File: config.mk
export PLATFORM = sky130hd
export DESIGN_NAME = fm0_fifo_tx_flat
export DESIGN_NICKNAME = d
export VERILOG_FILES = /design/src/rtl/fm0_pkg.sv /design/src/rtl/fm0_fifo_tx_if.sv /design/src/rtl/fm0_bit_timer.sv /design/src/rtl/fm0_fifo_tx.sv /design/src/flat_wrapper.sv
export SDC_FILE = /design/constraint.sdc
export NUM_CORES = 1
export LEC_CHECK = 0
export BUFFER_PORTS_ARGS = -buffer_cell sky130_fd_sc_hd__buf_4
export CAP_MARGIN = 40
export CELL_PAD_IN_SITES_DETAIL_PLACEMENT = 0
export CELL_PAD_IN_SITES_GLOBAL_PLACEMENT = 1
export CORE_MARGIN = 3
export CORE_UTILIZATION = 49
export DETAILED_ROUTE_END_ITERATION = 7
export GPL_TIMING_DRIVEN = 1
export PLACE_DENSITY_LB_ADDON = 0.1
export SYNTH_ARGS = -nofsm -noshare
export SYNTH_HDL_FRONTEND = slang
export SYNTH_SLANG_ARGS = --single-unit
File: constraint.sdc
create_clock -name clk -period 4.7 [get_ports clk]
set_clock_uncertainty 0.1 [all_clocks]
set_input_delay 0.235 -clock clk [delete_from_list [all_inputs] [get_ports clk]]
set_output_delay 0.235 -clock clk [all_outputs]
set_load 0.01 [all_outputs]
File: src/rtl/fm0_pkg.sv
// fm0_pkg: shared state type and frame constants for the FM0 FIFO transmitter
package fm0_pkg;
  localparam int DATA_W_DEF = 8;
  localparam int PRE_LEN = 6;
  localparam logic [PRE_LEN-1:0] PREAMBLE_BITS = 6'b101001;
  localparam int VIOL_IDX = 4;
  typedef enum logic [2:0] {IDLE, PREAMBLE, DATA, DUMMY, DONE} state_t;
endpackage

File: src/rtl/fm0_fifo_tx_if.sv
// fm0_fifo_tx_if: byte FIFO read port between the FIFO (slave) and the FM0 transmitter (master)
interface fm0_fifo_tx_if import fm0_pkg::*; #(parameter int DATA_W = DATA_W_DEF);
  logic empty;
  logic read;
  logic read_valid;
  logic [DATA_W-1:0] data_in;
  modport master (output read, input empty, read_valid, data_in);
  modport slave (input read, output empty, read_valid, data_in);
endinterface

File: src/rtl/fm0_bit_timer.sv
// fm0_bit_timer: half-period counter producing mid-bit and bit-end strobes
module fm0_bit_timer import fm0_pkg::*; #(parameter int CNT_W = 9) (
  input logic clk,
  input logic reset_n,
  input logic en,
  input logic run,
  input logic [CNT_W-1:0] half_m1,
  output logic mid_tick,
  output logic bit_end
);
  logic [CNT_W-1:0] cnt;
  logic ph;
  logic wrap;
  assign wrap = run && cnt == half_m1;
  assign mid_tick = wrap && !ph;
  assign bit_end = wrap && ph;
  always_ff @(posedge clk or negedge reset_n)
    if (!reset_n) begin
      cnt <= '0;
      ph <= 1'b0;
    end else if (en) begin
      cnt <= (!run || wrap) ? '0 : cnt + 1'b1;
      ph <= run && (ph ^ wrap);
    end
endmodule

File: src/rtl/fm0_fifo_tx.sv
// fm0_fifo_tx: drains the byte FIFO into a Gen2 FM0 frame (preamble, data MSB first, dummy-1)
module fm0_fifo_tx import fm0_pkg::*; #(
  parameter int DATA_W = DATA_W_DEF,
  parameter int CNT_W = 9
) (
  input logic clk,
  input logic reset_n,
  input logic en,
  input logic start,
  input logic [CNT_W-1:0] clock_divider,
  fm0_fifo_tx_if.master fifo,
  output logic tx_out,
  output logic busy,
  output logic done,
  output logic underrun,
  output logic [7:0] byte_count
);
  localparam int IDX_W = $clog2(DATA_W > PRE_LEN ? DATA_W : PRE_LEN);
  localparam logic [IDX_W-1:0] PRE_LAST = IDX_W'(PRE_LEN - 1);
  localparam logic [IDX_W-1:0] PRE_REQ = IDX_W'(PRE_LEN - 2);
  localparam logic [IDX_W-1:0] PRE_VIOL = IDX_W'(VIOL_IDX - 1);
  localparam logic [IDX_W-1:0] DATA_LAST = IDX_W'(DATA_W - 1);
  localparam logic [IDX_W-1:0] DATA_REQ = IDX_W'(DATA_W - 2);
  state_t state;
  logic [CNT_W-1:0] half_m1;
  logic [IDX_W-1:0] idx;
  logic [PRE_LEN-1:0] pre;
  logic [DATA_W-1:0] sh, nxt, got_data;
  logic have, pend, read_r;
  logic mid_tick, bit_end, cur_bit, last_bit, no_flip, req, got;
  fm0_bit_timer #(.CNT_W(CNT_W)) u_timer (
    .clk(clk),
    .reset_n(reset_n),
    .en(en),
    .run(busy),
    .half_m1(half_m1),
    .mid_tick(mid_tick),
    .bit_end(bit_end)
  );
  assign fifo.read = read_r && en;
  assign cur_bit = state == DATA ? sh[DATA_W-1] : pre[PRE_LEN-1];
  assign last_bit = state == PREAMBLE ? idx == PRE_LAST : idx == DATA_LAST;
  assign no_flip = state == PREAMBLE && idx == PRE_VIOL;
  assign req = bit_end && !fifo.empty && ((state == PREAMBLE && idx == PRE_REQ) || (state == DATA && idx == DATA_REQ));
  assign got = have || (pend && fifo.read_valid);
  assign got_data = have ? nxt : fifo.data_in;
  always_ff @(posedge clk or negedge reset_n)
    if (!reset_n) begin
      state <= IDLE;
      half_m1 <= '0;
      idx <= '0;
      pre <= '0;
      sh <= '0;
      nxt <= '0;
      have <= 1'b0;
      pend <= 1'b0;
      read_r <= 1'b0;
      tx_out <= 1'b0;
      busy <= 1'b0;
      done <= 1'b0;
      underrun <= 1'b0;
      byte_count <= '0;
    end else if (en) begin
      read_r <= req;
      done <= 1'b0;
      if (req) begin
        pend <= 1'b1;
        have <= 1'b0;
      end else if (pend && fifo.read_valid) begin
        nxt <= fifo.data_in;
        have <= 1'b1;
        pend <= 1'b0;
      end
      case (state)
        IDLE: if (start) begin
          state <= PREAMBLE;
          half_m1 <= clock_divider;
          pre <= PREAMBLE_BITS;
          idx <= '0;
          busy <= 1'b1;
          tx_out <= 1'b1;
          byte_count <= '0;
          underrun <= 1'b0;
          have <= 1'b0;
          pend <= 1'b0;
        end
        PREAMBLE, DATA: begin
          if (mid_tick && !cur_bit) tx_out <= !tx_out;
          if (bit_end) begin
            pre <= pre << 1;
            sh <= sh << 1;
            idx <= idx + 1'b1;
            tx_out <= no_flip ? tx_out : !tx_out;
            if (last_bit) begin
              if (state == DATA && byte_count != 8'hff) byte_count <= byte_count + 8'd1;
              if (pend && !fifo.read_valid) underrun <= 1'b1;
              state <= got ? DATA : DUMMY;
              sh <= got_data;
              idx <= '0;
              have <= 1'b0;
              pend <= 1'b0;
            end
          end
        end
        DUMMY: if (bit_end) begin
          state <= DONE;
          busy <= 1'b0;
          done <= 1'b1;
          tx_out <= 1'b0;
        end
        default: state <= IDLE;
      endcase
    end
endmodule

File: src/flat_wrapper.sv
// flat-port wrapper written by rule: the top's interface ports become plain ports
module fm0_fifo_tx_flat import fm0_pkg::*;
#(
  parameter int DATA_W = DATA_W_DEF,
  parameter int CNT_W = 9
)
  (clk, reset_n, en, start, clock_divider, tx_out, busy, done, underrun, byte_count, fifo_read, fifo_empty, fifo_read_valid, fifo_data_in);
  fm0_fifo_tx_if #(.DATA_W(DATA_W)) fifo_i ();
  input logic clk;
  input logic reset_n;
  input logic en;
  input logic start;
  input logic [CNT_W-1:0] clock_divider;
  output logic tx_out;
  output logic busy;
  output logic done;
  output logic underrun;
  output logic [7:0] byte_count;
  output wire logic [$bits(fifo_i.read)-1:0] fifo_read;
  input wire logic [$bits(fifo_i.empty)-1:0] fifo_empty;
  input wire logic [$bits(fifo_i.read_valid)-1:0] fifo_read_valid;
  input wire logic [$bits(fifo_i.data_in)-1:0] fifo_data_in;
  assign fifo_read = fifo_i.read;
  assign fifo_i.empty = fifo_empty;
  assign fifo_i.read_valid = fifo_read_valid;
  assign fifo_i.data_in = fifo_data_in;
  fm0_fifo_tx #(.DATA_W(DATA_W), .CNT_W(CNT_W)) u_core (.clk(clk), .reset_n(reset_n), .en(en), .start(start), .clock_divider(clock_divider), .fifo(fifo_i), .tx_out(tx_out), .busy(busy), .done(done), .underrun(underrun), .byte_count(byte_count));
endmodule
==> flow_summary.json <==
{
  "outcome": "complete, no violations",
  "global_route_congestion_overflow_total": 0,
  "antenna_cells_inserted": 0,
  "ios": 36,
  "timing.setup.tns_ns": 0,
  "final_cell_area_um2": 3880,
  "final_common_cell": "nand2_1",
  "critPathMaxStageDelay_ns": 0.53,
  "design.core.area_um2": 6460,
  "insertion_delay_ns": 0.33,
  "synth_async_sr_flop_share_pct": 100,
  "ctsRootBufferMaster": "clkbuf_8",
  "worst_margin_slew_ns": 0.816,
  "areaGrowthSynthToFinish_pct": 16.2,
  "power.net_switching_uw": 368,
  "post-place-ws_ns": 1.57,
  "drive_gt1_share_pct": 19.2,
  "cts_buffer_depth": 2,
  "grt.total_usage_pct": 20.2,
  "antenna_violating_nets_post_route": 0,
  "setup.worst_path.start_class": "register",
  "final_cell_mix": "nand2_1 (65), dfrtp_1 (62), buf_4 (36)",
  "placement.cell_area_um2": 3590,
  "final_cells": 463,
  "first_global_vias": 2497,
  "post_synth_inst_count": 341,
  "cts_hold_repair.buffers": 10,
  "cp-end-kind": "register",
  "min_period_over_period_pct": 67.8,
  "cp.required_ns": 4.84,
  "place.detailed.instances": 437,
  "setup.worst_path.end": "u_core.idx[2]$_DFFE_PN0P_",
  "post_synth_num_cell_types": 51,
  "postRouteWirelength_um": 7150,
  "clkSinkCount": 62,
  "cap_viol_max_count": 0,
  "critical_path.reg2reg.endpoint": "u_core.idx[2]$_DFFE_PN0P_",
  "min_period_ns": 3.19,
  "worst_setup_hold_path_clk_slew_ns": 0.07,
  "setup-violations-final": 0,
  "cpMaxStageDelayCell": "nor4_1",
  "die-area_um2": 7840,
  "power.combinational.fraction_pct": 16.3,
  "place.port_buffers": 35,
  "hold_violations": 0,
  "finalWorstSetupSlack_ns": 1.51,
  "regToRegSetupSlack_ns": 1.51,
  "grt_start_max_net_pins": 63,
  "postSynthNetCount": 372,
  "worst_ep_arrival_time_ns": 3.32,
  "synth_warnings": 0,
  "power_density_nw_per_um2": 338,
  "drt_pass1_iterations": 4,
  "cells_traversed_along_the_worst_timing_path": "xnor2_1 -> nand4_1 -> nor4_1 -> and2_1 -> ha_1 -> nand3b_4 -> and2_1 -> or3_1 -> o21ai_0",
  "rsz0062_at_grt": "false",
  "seq_power_share_pct": 49.9,
  "numCtsBuffers": 9,
  "final_replace_weighted_congestion": 0.821,
  "postSynthRegisterBits": 62,
  "crit_path_start": "u_core.u_timer.cnt[0]$_DFFE_PN0P_",
  "routed_via_density": 5.52,
  "rows": 29,
  "reg2reg_from": "u_core.u_timer.cnt[0]$_DFFE_PN0P_",
  "n_fill_cell": 588,
  "wire_length_of_the_first_global_routing_pass_um": 12100,
  "die-height_um": 88.5,
  "critical_path.max_fanout": 27,
  "vias": 2558,
  "power.share.switching_pct": 28.1,
  "internal-power_uw": 942,
  "post_synth_instance_area_um2": 3340,
  "yosysSeqAreaShare_pct": 46.5,
  "reg2reg_depth": 9,
  "critical_path_class": "reg2reg",
  "pins_over_slew_limit": 0,
  "edff_count_synth": 0,
  "route.detailed.drc": 0,
  "initial_antenna_violation_count": 0,
  "dominantRegCellSynth": "dfrtp_1",
  "postSynthAreaPerCell_um2": 9.79,
  "ctsResizeCount": 0,
  "detailedPlacementHpwl_um": 4710,
  "cts.htree.levels": 3,
  "slew_headroom_pct": 45.5,
  "clock_tree_from_tritoncts": "built",
  "die_x_um": 88.5,
  "drt_initial_violations": 101,
  "max_freq_mhz": 314,
  "initial_core_util_pct": 51.7,
  "wire_per_inst_um": 15.4,
  "hp-class": "in2reg",
  "p_leak_uw": 0.00181,
  "relative_contribution_of_the_clock_network_to_total_power_pct": 33.8,
  "postCtsSetupRepairBufs": 0,
  "design.final.nets": 412,
  "critical_path.most_common_cell": "and2_1",
  "ir_drop_mv": 0.186
}
per-layer routing:
metal	GRT usage, %	vias up	routed length (um)
li1	-	1268	-
met1	30.0	1234	3640
met2	29.2	46	3220
met3	3.17	10	203
met4	8.52	0	85
met5	0	-	0
critical path: cells and delay by family, from the launching register on:
kind	cells	cell delay [ns]
simple gates	6	1.90
fa+ha+maj	1	0.37
flops	1	0.45
compound gates	1	0.09
xor+xnor	1	0.18
kinds of logic (layout without fill, tap and decap cells):
family | Yosys count | count (layout) | share of synthesized area, %
AND/OR/NAND/NOR | 139 | 139 | 20.9
flip-flops | 62 | 62 | 46.5
AO/OA/AOI/OAI | 56 | 56 | 11.1
buffers and inverters | 28 | 73 | 4.50
XOR/XNOR | 25 | 25 | 6.56
multiplexers | 23 | 23 | 7.46
adder cells (fa/ha/maj) | 8 | 8 | 3.00
how the worst min path moves through the flow:
stage,from,endpoint,slack (ns),depth (start not counted)
2_1_floorplan,reset_n,u_core.busy$_DFFE_PN0P_,-0.16,0
3_3_place_gp,reset_n,u_core.nxt[3]$_DFFE_PN0P_,0.27,1
3_5_place_dp,reset_n,u_core.nxt[3]$_DFFE_PN0P_,0.28,1
4_1_cts,fifo_data_in[4],u_core.nxt[4]$_DFFE_PN0P_,0.02,2
5_1_grt,fifo_data_in[4],u_core.nxt[4]$_DFFE_PN0P_,0.03,2
6_report,fifo_data_in[4],u_core.nxt[4]$_DFFE_PN0P_,0.04,2
state kept, by name, summed over array words and instances (netlist names):
name	cells
u_core.half_m1	9
u_core.u_timer.cnt	9
u_core.byte_count	8
u_core.nxt	8
u_core.sh	8
u_core.pre	6
u_core.idx	3
u_core.state	3
u_core.busy	1
u_core.done	1
u_core.have	1
u_core.pend	1
u_core.read_r	1
u_core.tx_out	1
u_core.u_timer.ph	1
u_core.underrun	1
synthesized netlist by cell type, drive strengths merged, types with 2 or more instances:
master / n / share of area (%)
nand2: 65 / 7.3
dfrtp: 62 / 46
o21ai: 25 / 3.7
nor2: 21 / 2.6
xnor2: 16 / 4.2
mux2: 15 / 5.1
buf: 12 / 2.7
nand4: 12 / 2.2
inv: 11 / 1.2
nand3: 10 / 1.5
xor2: 9 / 2.4
a221oi: 8 / 2.1
ha: 8 / 3.0
mux2i: 8 / 2.4
and2: 6 / 1.1
a21oi: 5 / 0.75
clkbuf: 5 / 0.56
nand3b: 3 / 1.0
nor2b: 3 / 0.56
nor3b: 3 / 0.97
or3: 3 / 0.56
a21o: 2 / 0.45
and3: 2 / 0.37
nor4: 2 / 0.37
o21a: 2 / 0.45
o22ai: 2 / 0.37
o2bb2ai: 2 / 0.53
or2: 2 / 0.37
per-stage QoR:
| stage | power (uW) | hold slack (ns) | utilization (%) |
|---|---|---|---|
| 5_1_grt | 1390 | 0.0296 | 60.0 |
| 6_report | 1310 | 0.0399 | 60.0 |
| 3_5_place_dp | 871 | 0.278 | 55.7 |
| 2_1_floorplan | 789 | -0.161 | - |
| 3_3_place_gp | 867 | 0.271 | 55.5 |
| 4_1_cts | 1330 | 0.0171 | 60.0 |
power by group through the flow:
stage / Sequential, uW / Combinational (uW) / Clock (uW)
2_1_floorplan: 644 / 145 / 0
3_3_place_gp: 662 / 206 / 0
3_5_place_dp: 663 / 209 / 0
4_1_cts: 653 / 217 / 459
5_1_grt: 664 / 245 / 480
6_report: 654 / 214 / 442
cell type report:
cell class / instances / area (um^2) / area share, %
Clock inverter: 5 / 50.0 / 1.29
Sequential cell: 62 / 1550 / 40.0
Tap cell: 77 / 96.3 / 2.49
Inverter: 11 / 41.3 / 1.07
Multi-Input combinational cell: 251 / 1640 / 42.2
Clock buffer: 11 / 131 / 3.39
Timing Repair Buffer: 46 / 370 / 9.55
Power figures use the tool's default switching activity.
